--- src/rtl/pc_unit_ras.sv ---
// rtl/pc_unit_ras.sv - program counter with next-PC selection, stall/exception redirect
// and a return-address stack that scores return targets against rs_val.
module pc_unit_ras #(
  parameter int              WIDTH      = 32,
  parameter logic [WIDTH-1:0] RESET_PC   = 32'h0000_3000,
  parameter logic [WIDTH-1:0] EXC_VECTOR = 32'h0000_4180,
  parameter int              RAS_DEPTH  = 8,
  parameter int              CNT_W      = 16
) (
  input  logic                         clk,
  input  logic                         rst,
  input  logic                         stall,
  input  logic                         exc_req,
  input  logic [2:0]                   npc_op,
  input  logic [25:0]                  imm,
  input  logic [WIDTH-1:0]             rs_val,
  output logic [WIDTH-1:0]             pc,
  output logic [WIDTH-1:0]             pc_plus4,
  output logic [WIDTH-1:0]             npc,
  output logic [WIDTH-1:0]             ras_top,
  output logic [$clog2(RAS_DEPTH):0]   ras_count,
  output logic                         ras_hit,
  output logic                         ras_miss,
  output logic                         ras_ovf,
  output logic                         ras_unf,
  output logic [CNT_W-1:0]             hit_cnt,
  output logic [CNT_W-1:0]             miss_cnt
);

  localparam int PW = $clog2(RAS_DEPTH);
  localparam int CW = PW + 1;

  typedef enum logic [2:0] {
    OP_PLUS4  = 3'b000,
    OP_BRANCH = 3'b001,
    OP_JUMP   = 3'b010,
    OP_JR     = 3'b011,
    OP_JAL    = 3'b100,
    OP_RET    = 3'b101
  } npc_op_e;

  npc_op_e          op;
  logic [WIDTH-1:0] br_off;
  logic [WIDTH-1:0] jmp_tgt;
  logic [WIDTH-1:0] ras_mem [RAS_DEPTH];
  logic [PW-1:0]    ptr;
  logic [PW-1:0]    ptr_m1;
  logic             ras_full;
  logic             ras_empty;
  logic             advance;
  logic             ret_hit;

  assign op       = npc_op_e'(npc_op);
  assign pc_plus4 = pc + WIDTH'(4);
  assign br_off   = {{(WIDTH-18){imm[15]}}, imm[15:0], 2'b00};
  assign jmp_tgt  = {pc_plus4[WIDTH-1:28], imm, 2'b00};

  always_comb begin
    npc = pc_plus4;
    if (exc_req) begin
      npc = EXC_VECTOR;
    end else begin
      case (op)
        OP_BRANCH:       npc = pc_plus4 + br_off;
        OP_JUMP, OP_JAL: npc = jmp_tgt;
        OP_JR, OP_RET:   npc = rs_val;
        default:         npc = pc_plus4;
      endcase
    end
  end

  // ptr points at the next free slot, so the top of stack sits one below it
  assign ptr_m1    = ptr - PW'(1);
  assign ras_full  = (ras_count == CW'(RAS_DEPTH));
  assign ras_empty = (ras_count == '0);
  assign ras_top   = ras_empty ? '0 : ras_mem[ptr_m1];
  assign advance   = !exc_req && !stall;
  assign ret_hit   = !ras_empty && (ras_mem[ptr_m1] == rs_val);

  always_ff @(posedge clk) begin
    if (rst) begin
      pc        <= RESET_PC;
      ptr       <= '0;
      ras_count <= '0;
      ras_hit   <= 1'b0;
      ras_miss  <= 1'b0;
      ras_ovf   <= 1'b0;
      ras_unf   <= 1'b0;
      hit_cnt   <= '0;
      miss_cnt  <= '0;
      for (int i = 0; i < RAS_DEPTH; i++) begin
        ras_mem[i] <= '0;
      end
    end else begin
      ras_hit  <= 1'b0;
      ras_miss <= 1'b0;

      if (exc_req) begin
        pc <= EXC_VECTOR;
      end else if (!stall) begin
        pc <= npc;
      end

      // a push into a full stack overwrites the oldest entry
      if (advance && op == OP_JAL) begin
        ras_mem[ptr] <= pc_plus4;
        ptr          <= ptr + PW'(1);
        if (ras_full) begin
          ras_ovf <= 1'b1;
        end else begin
          ras_count <= ras_count + CW'(1);
        end
      end

      if (advance && op == OP_RET) begin
        if (!ras_empty) begin
          ptr       <= ptr_m1;
          ras_count <= ras_count - CW'(1);
        end else begin
          ras_unf <= 1'b1;
        end
        if (ret_hit) begin
          ras_hit <= 1'b1;
          if (hit_cnt != '1) hit_cnt <= hit_cnt + CNT_W'(1);
        end else begin
          ras_miss <= 1'b1;
          if (miss_cnt != '1) miss_cnt <= miss_cnt + CNT_W'(1);
        end
      end
    end
  end

endmodule

--- config.mk ---
export PLATFORM = sky130hd
export DESIGN_NAME = pc_unit_ras
export DESIGN_NICKNAME = d
export VERILOG_FILES = /design/src/rtl/pc_unit_ras.sv
export SDC_FILE = /design/constraint.sdc
export NUM_CORES = 1
export LEC_CHECK = 0
export ABC_AREA = 1
export CAP_MARGIN = 20
export CORE_ASPECT_RATIO = 0.6
export CORE_MARGIN = 1
export CORE_UTILIZATION = 50
export DETAILED_ROUTE_END_ITERATION = 8
export PLACE_DENSITY = 0.84
export SLEW_MARGIN = 5
export SYNTH_ARGS = -nofsm -noshare
export SYNTH_HDL_FRONTEND = slang
export SYNTH_SLANG_ARGS = --single-unit
--- constraint.sdc ---
create_clock -name clk -period 7.6 [get_ports clk]
set_input_delay 1.52 -clock clk [delete_from_list [all_inputs] [get_ports clk]]
set_output_delay 1.52 -clock clk [all_outputs]
set_load 0.03 [all_outputs]
# After elaboration in Yosys (flattened, before gate mapping)

Memories as Yosys holds them, arrays and structs flattened.
Cells that the tools add are included.

Flip-flop bits (word level): 75
RAM bits: 256
Word-level logic and storage cells: 70
Output and inout port bits: 168
Memories: 1

Reduce and logical (&&, ||, !) cells: 17
Add/subtract/negate cells: 8
Mux-type cells: 22
Equal/unequal tests: 10
Bitwise logic cells: 2

Memory list:

| memory  | words | width | rd ports | clocked after memory_dff | wr ports | line | RTL |
|---|---|---|---|---|---|---|---|
| ras_mem | 8     | 32    | 1        | 0                        | 8        | 45   | `logic [WIDTH-1:0] ras_mem [RAS_DEPTH];` |

Operator list:

| operator                | number |
|---|---|
| $mux W32                | 3 |
| $pmux W32 S3            | 1 |
| $add A16 B1 Y16 const B | 2 |
| $add A32 B3 Y32 const B | 1 |
| $add A32 B32 Y32        | 1 |
| $eq A32 B32 Y1          | 1 |
| $ne A16 B16 Y1 const B  | 2 |
| $reduce_or A32 Y1       | 1 |
| $mux W15                | 2 |
| $mux W4                 | 4 |
| $mux W3                 | 4 |
| $mux W1                 | 8 |
| $reduce_or A2 Y1        | 4 |
| $eq A3 B2 Y1 const B    | 2 |
| $eq A3 B3 Y1 const B    | 2 |
| $reduce_and A3 Y1       | 2 |
| $add A4 B1 Y4 const B   | 1 |
| $eq A4 B4 Y1 const B    | 1 |
| $logic_and A1 B1 Y1     | 4 |
| $logic_not A4 Y1        | 1 |
| $reduce_and A2 Y1       | 2 |
| $sub A4 B1 Y4 const B   | 1 |
| $add A3 B1 Y3 const B   | 1 |
| $eq A3 B1 Y1 const B    | 1 |
| other kinds (4)         | 7 |

# Longest topological paths before layout

Depth in word-level cells: 8
Depth in mapped cells: 23
Mapped depth without buffers: 22

# Worst setup path after synthesis

OpenSTA, ideal clock, no wires.

Path kind: flip-flop to output port
From: register pc[2]
To: output npc[27]
Data arrival time: 3.975 ns
Path buffers: 0
Stages on the path, launching flop included: 20
Path slack: 2.105 ns
Cell sequence: dfxtp_1 > ha_1 > nand3_1 > nor3_1 > nand3_1 > nor3_1 > nand2_1 > xor2_1 > inv_1 > ha_1 > a21o_1 > a21boi_0 > nor3_1 > nor3_1 > nand2_1 > nand2_1 > nand2_1 > o21ai_0 > nand2_1 > inv_1

Cells in the longest elaborated chain, start to end: 4

Ends and longest elaborated chain:

| item                   | line | RTL |
|---|---|---|
| from (decl)            | 17   | `output logic [WIDTH-1:0] pc,` |
| from (signal assigned) | 101  | `pc <= npc;` |
| $add A32 B3 Y32        | 54   | `assign pc_plus4 = pc + WIDTH'(4);` |
| via pc_plus4[20]       | 18   | `output logic [WIDTH-1:0] pc_plus4,` |
| $add A32 B32 Y32       | 64   | `OP_BRANCH: npc = pc_plus4 + br_off;` |
| $pmux W32 S3           | 63   | `case (op)` |
| $mux W32               | 60   | `if (exc_req) begin` |
| to (decl)              | 19   | `output logic [WIDTH-1:0] npc,` |

The timed path passes the listed nets, and every way through them passes these cells.

# Final worst setup path

From: register pc[2]
To: output npc[25]

Cells in the longest elaborated chain, start to end: 4

Ends and longest elaborated chain:

| item                | line |
|---|---|
| $add A32 B3 Y32 (*) | 54 |
| $add A32 B32 Y32    | 64 |
| $pmux W32 S3 (*)    | 63 |
| $mux W32 (*)        | 60 |

Mark *: on every way between the ends. The rest lies on a longest branch, timed or not.

==> reports/summary.txt <==
H-Tree Level Count: 1
Capturing point of the worst reg2reg path: miss_cnt[0]
Number of nets still failing antenna checks after routing: 0
CTS buffer count: 31
Top fanout value on the critical path: 14
CTS tree: built
Most used cells in the layout excluding fill and tap cells: 681 x sky130_fd_sc_hd__nand2_1, 524 x sky130_fd_sc_hd__nor2_1, 359 x sky130_fd_sc_hd__inv_1
Launching point of the worst reg2reg path: ptr[0]
Post-Synthesis Cells: 2,710
Number of hold violations in the final report: 0
Register-to-register path setup slack: 2110 ps
Ratio of cells with drive above 1 in the final layout: 0.0383
Time the worst path needs with I/O delays and setup: 7090 ps
Worst Setup Slack, final: 507 ps
Total of flip-flops plus latches after synthesis: 331
Warnings from Yosys: 0
I/O pin count: 233
Required time worst endpoint: 6080 ps
Total die area: 40,400 µm²
Port bufs: 232
Sequential Power Share: 0.461
Height of the die: 156 µm
Total setup buffers inserted after CTS: 0
DP Cell Count: 3,390
Power share of the combinational group: 0.191
Layout Nets: 3,010
Maximum number of buffers from clock root to sink: 3
Share of total power in the clock network: 0.348
Number of max-cap violations: 0
Number of placement rows: 56
Number of failing setup endpoints in the final timing report: 0
Startpoint class of the critical path: flip-flop
Min-Delay Startpoint: ras_ovf
Routed wire length: 71,500 µm
Kind of cell adding the most delay to the critical path: simple AND/OR/NAND/NOR gates
Psw: 1.34 mW
Arrival time reported for the critical path endpoint: 5570 ps
Worst path slowest cell: sky130_fd_sc_hd__clkdlybuf4s50_1
Remaining DRCs: 1
Router iterations before antenna repair: 8
Setup slack after placement: 813 ps
Sum of negative setup slack: 0 ps
CTS hold repair buffers: 0
Via count: 19,984
Via/cell ratio: 5.80
N_diodes: 0
Overflow after GRT: 0
Ordered list of cells on the worst path: ha_1 > nand3_1 > nor3_1 > nand3_1 > nor3_2 > nand3_1 > xor2_2 > inv_1 > ha_1 > a21oi_1 > o21ai_0 > a21oi_1 > nand2_1 > a21oi_1 > o21ai_0 > nand2_1 > nand2_1 > inv_1 > clkdlybuf4s50_1
Worst-case clock skew: 39.7 ps
Leading register cell type out of synthesis: sky130_fd_sc_hd__edfxtp_1
Routed len/inst: 20.8 µm
CORE AREA: 39,000 µm²
Worst IR drop on VDD: 180 µV
Cell count of the worst reg-to-reg path: 15
Fill cell count: 3,325
Slew Viols, Final: 0
Worst min-delay path category: reg2reg
Share of synthesized flip-flops with an asynchronous set or reset: 0
Worst path max stage delay: 670 ps
Synthesis-to-finish area growth: 19.3%
Actual transition at the worst max-transition pin: 1200 ps
CTS Root Cell: sky130_fd_sc_hd__clkbuf_16
Number of synthesized flops with an enable pin: 256
Avg Synthesized Cell Area: 7.30 µm²
Half-perimeter wire length after detailed placement: 49,000 µm
First DRT Iteration DRCs: 3,428
Largest net degree at the start of global routing: 100
Int Pwr: 3.07 mW
First-pass GRT wire length: 106,000 µm
Final Total Pwr: 4.41 mW
Chip width: 259 µm
Number of sinks driven by the clock tree: 331
Cell Count, Final, Fillers Out: 3,446
Rel. slew slack: 0.203
Depth of the worst hold-timing path: 2
Crit share post-route: 0.933
Cell area power density: 187 nW/µm²
Critical Setup Path Class: reg2out
Vias in the first global route: 18,420
Antenna violations before repair: 1
Most common library cell in the layout ignoring fill and taps: sky130_fd_sc_hd__nand2_1
Sequential fraction of the synthesis area: 0.464
Clock slew at reported path FFs: 70 ps
Violated checks: design-rule violations
Bufs and invs on worst path: 3
Max Clk Rate: 0.141 GHz
Yosys cell types: 45
Run status: finished with violations
GRT Overall Usage: 0.346
Clock latency of the later-clocked register in the worst-skew pair: 610 ps
Switching portion of total power: 0.303
Placement Cell Area: 22,600 µm²
Destination of the worst hold path: ras_ovf
Starting utilization of the core area: 0.507
Post-synthesis net count: 2,817
RSZ-0062 raised after global routing: false
LEAKAGE: 9.92 nW
Final RePlAce weighted congestion: 1.05
Cell area after layout: 23,600 µm²
Post-Syn Area: 19,800 µm²
Worst setup EP type: primary output
metal layers:
layer / vias to the layer above / GRT usage / wire length, µm
met3: 221 / 0.0968 / 11100
met1: 9125 / 0.476 / 27100
met5: - / 0 / 46
met2: 1547 / 0.514 / 30200
li1: 9087 / - / -
met4: 4 / 0.136 / 3090
flip-flops by register name (all words and copies together), names as in the netlist:
name / count
ras_miss: 1
ras_unf: 1
ras_hit: 1
ras_ovf: 1
hit_cnt: 16
ras_mem: 256
ras_count: 4
pc: 32
miss_cnt: 16
ptr: 3
worst max-delay path by stage:
stage | endpoint | depth (start not counted) | start
CTS | npc[29] | 20 | pc[2]
floorplan | npc[27] | 19 | pc[2]
detailed placement | npc[29] | 20 | pc[2]
global placement | npc[29] | 20 | pc[2]
finish | npc[25] | 19 | pc[2]
global route | npc[27] | 22 | pc[2]
kinds of logic (layout without fill, tap and decap cells):
| kind of cell | after synthesis | after routing | synth area share |
|---|---|---|---|
| and+or+nand+nor | 1545 | 1545 | 0.320 |
| buffers and inverters | 488 | 702 | 0.0965 |
| DFF | 331 | 331 | 0.464 |
| AOI/OAI and AO/OA | 263 | 263 | 0.0735 |
| adders and majority gates | 42 | 42 | 0.0269 |
| xor gates and xnor gates | 41 | 41 | 0.0185 |
area by class of cell:
type | count | area, µm² | share of cell area
sequential | 331 | 9190 | 0.389
multi-input combinational | 1891 | 8750 | 0.371
timing repair buffer | 278 | 2680 | 0.114
inverter | 370 | 1390 | 0.0588
clock buffer | 38 | 802 | 0.0340
tap | 522 | 653 | 0.0277
clock inverter | 16 | 140 | 0.00594
stage by stage:
step	hold slack [ps]	util
finish	487	0.605
global route	514	0.605
detailed placement	473	0.580
floorplan	581	-
CTS	489	0.604
global placement	456	0.580
power groups by stage:
stage / registers (mW) / clock network [mW] / logic (mW)
global placement: 2.07 / 0 / 0.794
global route: 2.04 / 1.60 / 0.889
detailed placement: 2.07 / 0 / 0.805
CTS: 2.03 / 1.53 / 0.810
floorplan: 2.08 / 0 / 0.462
finish: 2.03 / 1.53 / 0.841
cell usage after synthesis, drive strengths merged (5+ instances only):
master  count  area share
xor2       33       0.015
a211oi      7      0.0027
nor3       32      0.0081
ha         41       0.026
a21oi     108       0.027
nand2     683        0.13
xnor2       8      0.0039
dfxtp      75       0.076
nor4        7      0.0022
nand4      30      0.0095
inv       362       0.069
nor2      528        0.10
edfxtp    256        0.39
nand3     235       0.059
a221oi      9      0.0040
o21bai      5      0.0019
clkbuf     70       0.013
buf        48       0.013
or2         6      0.0019
clkinv      8      0.0015
o21ai     109       0.028
nand3b     21      0.0080
worst register-to-register path, delay by kind of cell, from the launching register on:
family                     cells  cell delay [ps]
xor gates and xnor gates       1              640
adders and majority gates      1              360
buffers and inverters          3              930
DFF                            1              760
and+or+nand+nor               10             2700
timing repair:
item                                    CTS  global route
endpoints found under the hold margin     0             0
resized for setup                         0             4
endpoints found under the setup margin    0             7
No activity file was read; power rests on OpenSTA's default activity.
